**src/rtl/mem_bank_mapper.sv**
```systemverilog
// Z80 bank mapper: 4 KB logical pages are remapped to a wider physical address; ROM/RAM/VGA RAM selects plus wait states.
// Decode is combinational (0 cycles); register writes take effect at the next edge. Stalls the CPU through mem_ready.
// MEM_BANK_MAPPER_READBACK_EN adds I/O readback of the index, page and control registers.
module mem_bank_mapper #(
    parameter int         PHYS_W    = 20,
    parameter logic [7:0] IO_BASE   = 8'h78,
    parameter logic [3:0] ROM_PAGE  = 4'hF,
    parameter logic [3:0] VRAM_PAGE = 4'hE,
    parameter int         ROM_WAIT  = 2,
    parameter int         RAM_WAIT  = 0
) (
    input  logic              clock,
    input  logic              n_reset,
    input  logic [15:0]       address,
    input  logic              memread,
    input  logic              memwrite,
    input  logic              n_jorphant,
    input  logic [7:0]        io_addr,
    input  logic              io_wr,
    input  logic              io_rd,
    input  logic [7:0]        io_din,
    output logic [7:0]        io_dout,
    output logic              io_hit,
    output logic [PHYS_W-1:0] phys_addr,
    output logic              rom_cs,
    output logic              ram_cs,
    output logic              vgaRam_cs,
    output logic              mem_ready
);

    localparam int         PG_W     = PHYS_W - 12;
    localparam logic [7:0] PORT_IDX = IO_BASE;
    localparam logic [7:0] PORT_DAT = IO_BASE + 8'd1;
    localparam logic [7:0] PORT_CTL = IO_BASE + 8'd2;
    localparam logic [2:0] ROM_W    = 3'(ROM_WAIT);
    localparam logic [2:0] RAM_W    = 3'(RAM_WAIT);

    logic [PG_W-1:0] page_q [16];
    logic [PG_W-1:0] page_d [16];
    logic [3:0]      idx_q, idx_d;
    logic [2:0]      ctrl_q, ctrl_d;
    logic [2:0]      cnt_q, cnt_d;
    logic            acc_q, acc_d;

    logic [3:0] lp;
    logic       acc;
    logic       start;
    logic       wait_start;
    logic [2:0] wsel;
    logic       unused_in;

    assign lp  = address[15:12];
    assign acc = memread | memwrite;

    always_comb begin
        page_d = page_q;
        idx_d  = idx_q;
        ctrl_d = ctrl_q;
        if (io_wr) begin
            case (io_addr)
                PORT_IDX: idx_d = io_din[3:0];
                PORT_DAT: begin
                    page_d[idx_q] = io_din[PG_W-1:0];
                    idx_d         = idx_q + 4'd1;
                end
                PORT_CTL: ctrl_d = io_din[2:0];
                default: ;
            endcase
        end
    end

    // Writes to the ROM page fall through to RAM; ROM wins over VGA RAM over RAM.
    assign rom_cs    = (lp == ROM_PAGE) && memread && ctrl_q[1];
    assign vgaRam_cs = (lp == VRAM_PAGE) && acc && ctrl_q[2] && !rom_cs;
    assign ram_cs    = acc && n_jorphant && !rom_cs && !vgaRam_cs;
    assign phys_addr = ctrl_q[0] ? {page_q[lp], address[11:0]} : PHYS_W'(address);

    assign start      = acc && !acc_q;
    assign wsel       = rom_cs ? ROM_W : RAM_W;
    assign wait_start = start && (wsel != 3'd0);
    assign acc_d      = acc;
    assign mem_ready  = !(wait_start || (cnt_q != 3'd0));

    // The start cycle is itself a wait cycle, so the counter holds the remaining W-1.
    always_comb begin
        cnt_d = cnt_q;
        if (wait_start) begin
            cnt_d = wsel - 3'd1;
        end else if (cnt_q != 3'd0) begin
            cnt_d = cnt_q - 3'd1;
        end
    end

    always_ff @(posedge clock) begin
        if (!n_reset) begin
            for (int k = 0; k < 16; k++) begin
                page_q[k] <= PG_W'(k);
            end
            idx_q  <= 4'd0;
            ctrl_q <= 3'b010;
            cnt_q  <= 3'd0;
            acc_q  <= 1'b0;
        end else begin
            page_q <= page_d;
            idx_q  <= idx_d;
            ctrl_q <= ctrl_d;
            cnt_q  <= cnt_d;
            acc_q  <= acc_d;
        end
    end

`ifdef MEM_BANK_MAPPER_READBACK_EN
    always_comb begin
        io_dout = 8'h00;
        io_hit  = 1'b0;
        if (io_rd) begin
            case (io_addr)
                PORT_IDX: begin
                    io_hit  = 1'b1;
                    io_dout = {4'b0000, idx_q};
                end
                PORT_DAT: begin
                    io_hit  = 1'b1;
                    io_dout = 8'(page_q[idx_q]);
                end
                PORT_CTL: begin
                    io_hit  = 1'b1;
                    io_dout = {5'b00000, ctrl_q};
                end
                default: ;
            endcase
        end
    end
`else
    assign io_dout = 8'h00;
    assign io_hit  = 1'b0;
`endif

    assign unused_in = ^{io_din, io_rd};

endmodule

```
**config.mk**
```make
export PLATFORM = sky130hd
export DESIGN_NAME = mem_bank_mapper
export DESIGN_NICKNAME = d
export VERILOG_FILES = /design/src/rtl/mem_bank_mapper.sv
export SDC_FILE = /design/constraint.sdc
export NUM_CORES = 1
export LEC_CHECK = 0
export BUFFER_PORTS_ARGS = -buffer_cell sky130_fd_sc_hd__buf_4
export CAP_MARGIN = 20
export CORE_MARGIN = 4
export CORE_UTILIZATION = 33
export CTS_BUF_LIST = sky130_fd_sc_hd__clkbuf_4
export DETAILED_ROUTE_END_ITERATION = 8
export GPL_ROUTABILITY_DRIVEN = 0
export HOLD_SLACK_MARGIN = 0.15
export PLACE_DENSITY = 0.49
export SLEW_MARGIN = 20
export SYNTH_ARGS = -nofsm -noshare
export SYNTH_HDL_FRONTEND = slang
export SYNTH_SLANG_ARGS = --single-unit
```
**constraint.sdc**
```tcl
create_clock -name clock -period 1.75 [get_ports clock]
set_clock_uncertainty 0.15 [all_clocks]
set_input_delay 0.0875 -clock clock [delete_from_list [all_inputs] [get_ports clock]]
set_output_delay 0.0875 -clock clock [all_outputs]
set_load 0.05 [all_outputs]
```
==> results.tsv <==
metric	value	unit
cts-root-buf	clkbuf_4	
synth_fa_ha_area_share	0.925	%
hold_class	in -> reg	
setup_slack	-0.461	ns
nets	794	
cp_max_fo	2	
worst_setup_path_end_kind	primary output	
synth_top_family_by_area	multiplexers	
grt_pass1_wl	30500	µm
dr.pass1.iters	4	
ys_seq_area_share	41.1	%
dp_cells	958	
wl_met2	9960	µm
vias_per_cell	5.04	
synth_commonest_cells	139 x dfxtp_1, 139 x mux2i_1, 82 x nand2_1	
clock_path_buffers	2	
fmax	0.452	GHz
ios	72	
drt-initial-drc-count	243	
p_leak	3.82	nW
min_period_over_period	126	%
worst_slew_pin_slew	0.503	ns
hold_ws	0.204	ns
max_stage_delay	0.45	ns
overflow	0	
yosys.area.top_type	dfxtp_1	
hp-start	memread	
die_y	151	µm
cts.sinks	139	
synthSimpleGateAreaFrac	17.8	%
wl_met3	728	µm
hold_viol_final	0	
path_class	reg -> out	
initial_utilization	33.5	%
htree_levels	4	
via_count	5215	
arrival	1.97	ns
ys_warn_count	0	
syn_inst	663	
r2r_end	cnt_q[2]	
die_width	151	µm
synth_top_area_share	41.1	%
cts_tree	yes	
drive_gt1_share	30.7	%
slew_violations	0	
fin_crit	2.21	ns
synthMuxAreaShare	29.2	%
area_delta_synth_final	28.5	%
power_density	761	mW/mm²
fin_util	43.1	%
crit_slowest_cell	mux4_2	
r2r_start	ctrl_q[1]	
cp-start-kind	flip-flop	
rows	52	
synth-compound-area-share	3.77	%
hpwl	13300	µm
finalSetupViolations	13	
ys_types	48	
async_flop_share	0	%
maxUsedRoutingLayer	met5	
crit_start	page_q[67]	
avgSynthCellArea	10.2	µm²
drv_cap	0	
cp.required	1.51	ns
grt_pass1_vias	5466	
synth_ff_type	dfxtp_1	
path_cells	mux4_2, and3_4, a311oi_2, a31oi_2, buf_6	
io_buffers	37	
ir_drop	0.420	mV
track_usage	17.7	%
violations	setup timing	
reg2regPathDepth	8	
n_fill_cell	1936	
synth_seq_cells	139	
wl	19500	µm
drcViolationCount	0	
antenna_found_initial	2	
clock_latency	0.55	ns
core_area	0.0202	mm²
dp_slack	-0.103	ns
hold_path_depth	7	
synthTopCellsByArea	dfxtp_1 41%, mux2i_1 21%, mux4_2 8.3%, nand2_1 4.6%, nor2_1 4.2%	
die_area	0.0229	mm²
rsz0062_at_grt	true	
status	finished, violations left	
grt_max_degree	57	
numCtsBuffers	17	
final_cells	1034	
clk_pin_slew	0.12	ns
syn_area	0.00676	mm²
synth_edf_count	0	
wl_per_cell	18.8	µm
whs_endpoint	cnt_q[0]	
r2r_slack	-0.15	ns
met1_length	8300	µm
drtAntennaViolNets	0	
finalPower	0.00662	W
max-slew-margin-rel	66.3	%
synth_xor_area_share	0	%
-- layout make-up --
type / instances / area, µm² / area share, %
Tap cell: 270 / 338 / 3.89
Inverter: 5 / 21.3 / 0.245
Multi-Input combinational cell: 455 / 3840 / 44.2
Clock buffer: 18 / 135 / 1.55
Clock inverter: 14 / 194 / 2.23
Antenna cell: 1 / 2.50 / 0.0288
Sequential cell: 139 / 2810 / 32.4
Timing Repair Buffer: 132 / 1350 / 15.5
-- registers in the layout, indices dropped and copies added (netlist names) --
name and count:
acc_q 1, cnt_q 3, ctrl_q 3, idx_q 4, page_q 128
-- metrics by stage --
| stage | cell area, µm² | setup TNS [ns] |
|---|---|---|
| finish | 8690 | -3.37 |
| global route | 8690 | -4.74 |
| detailed placement | 7600 | -1.44 |
| global placement | 7600 | -0.216 |
| CTS | 8500 | -4.88 |
| floorplan | 6850 | -0.383 |
-- where the power goes --
group          leakage [nW]  internal [W]  switching (W)
clock network         0.175       0.00116        0.00125
logic                  2.51      0.000394       0.000579
registers              1.13       0.00319      0.0000493
total                  3.82       0.00474        0.00188
-- placed cells by master (no fill, tap or decap), types with 9 or more instances in the layout --
master and instances:
nand3_1 18, dlygate4sd3_1 31, o21ai_0 9, conb_1 9, mux4_2 25, dfxtp_2 15
nand2_1 82, dfxtp_1 121, buf_6 14, nor2_1 74, buf_12 16, buf_4 67
mux2i_1 133, clkbuf_4 18
-- critical path: cells and delay by family (launching register included) --
family / cells / cell delay (ns)
mux: 1 / 0.45
flops: 1 / 0.34
compound gates: 2 / 0.29
simple gates: 1 / 0.18
buf+inv: 1 / 0.18
-- cell families (layout without fill, tap and decap cells) --
| logic type | count (synthesis) | in the layout |
|---|---|---|
| compound gates | 41 | 41 |
| fa+ha+maj | 5 | 5 |
| buf+inv | 77 | 169 |
| flops | 139 | 139 |
| mux | 166 | 166 |
| other cells | 1 | 10 |
| simple gates | 234 | 234 |
-- how the worst max path moves through the flow --
stage | end | slack [ns] | cells past startpoint
finish | phys_addr[15] | -0.46 | 5
CTS | phys_addr[15] | -0.52 | 5
detailed placement | page_q[3] | -0.10 | 5
global placement | phys_addr[15] | -0.05 | 6
floorplan | phys_addr[13] | -0.17 | 7
global route | phys_addr[15] | -0.55 | 5
-- routing by layer --
layer,GRT usage (%),vias to the layer above
li1,-,2495
met2,30.7,116
met1,21.9,2567
met3,3.71,35
met5,0,-
met4,6.12,2
-- what timing repair did --
| item | in CTS | in global routing |
|---|---|---|
| hold endpoints to repair | 151 | 2 |
| hold buffers | 33 | 1 |
| setup endpoints to repair | 61 | 78 |
| resized for setup | 48 | 44 |
| pin swaps | 14 | 5 |
| buffers inserted | 10 | 3 |
Power figures use the tool's default switching activity.
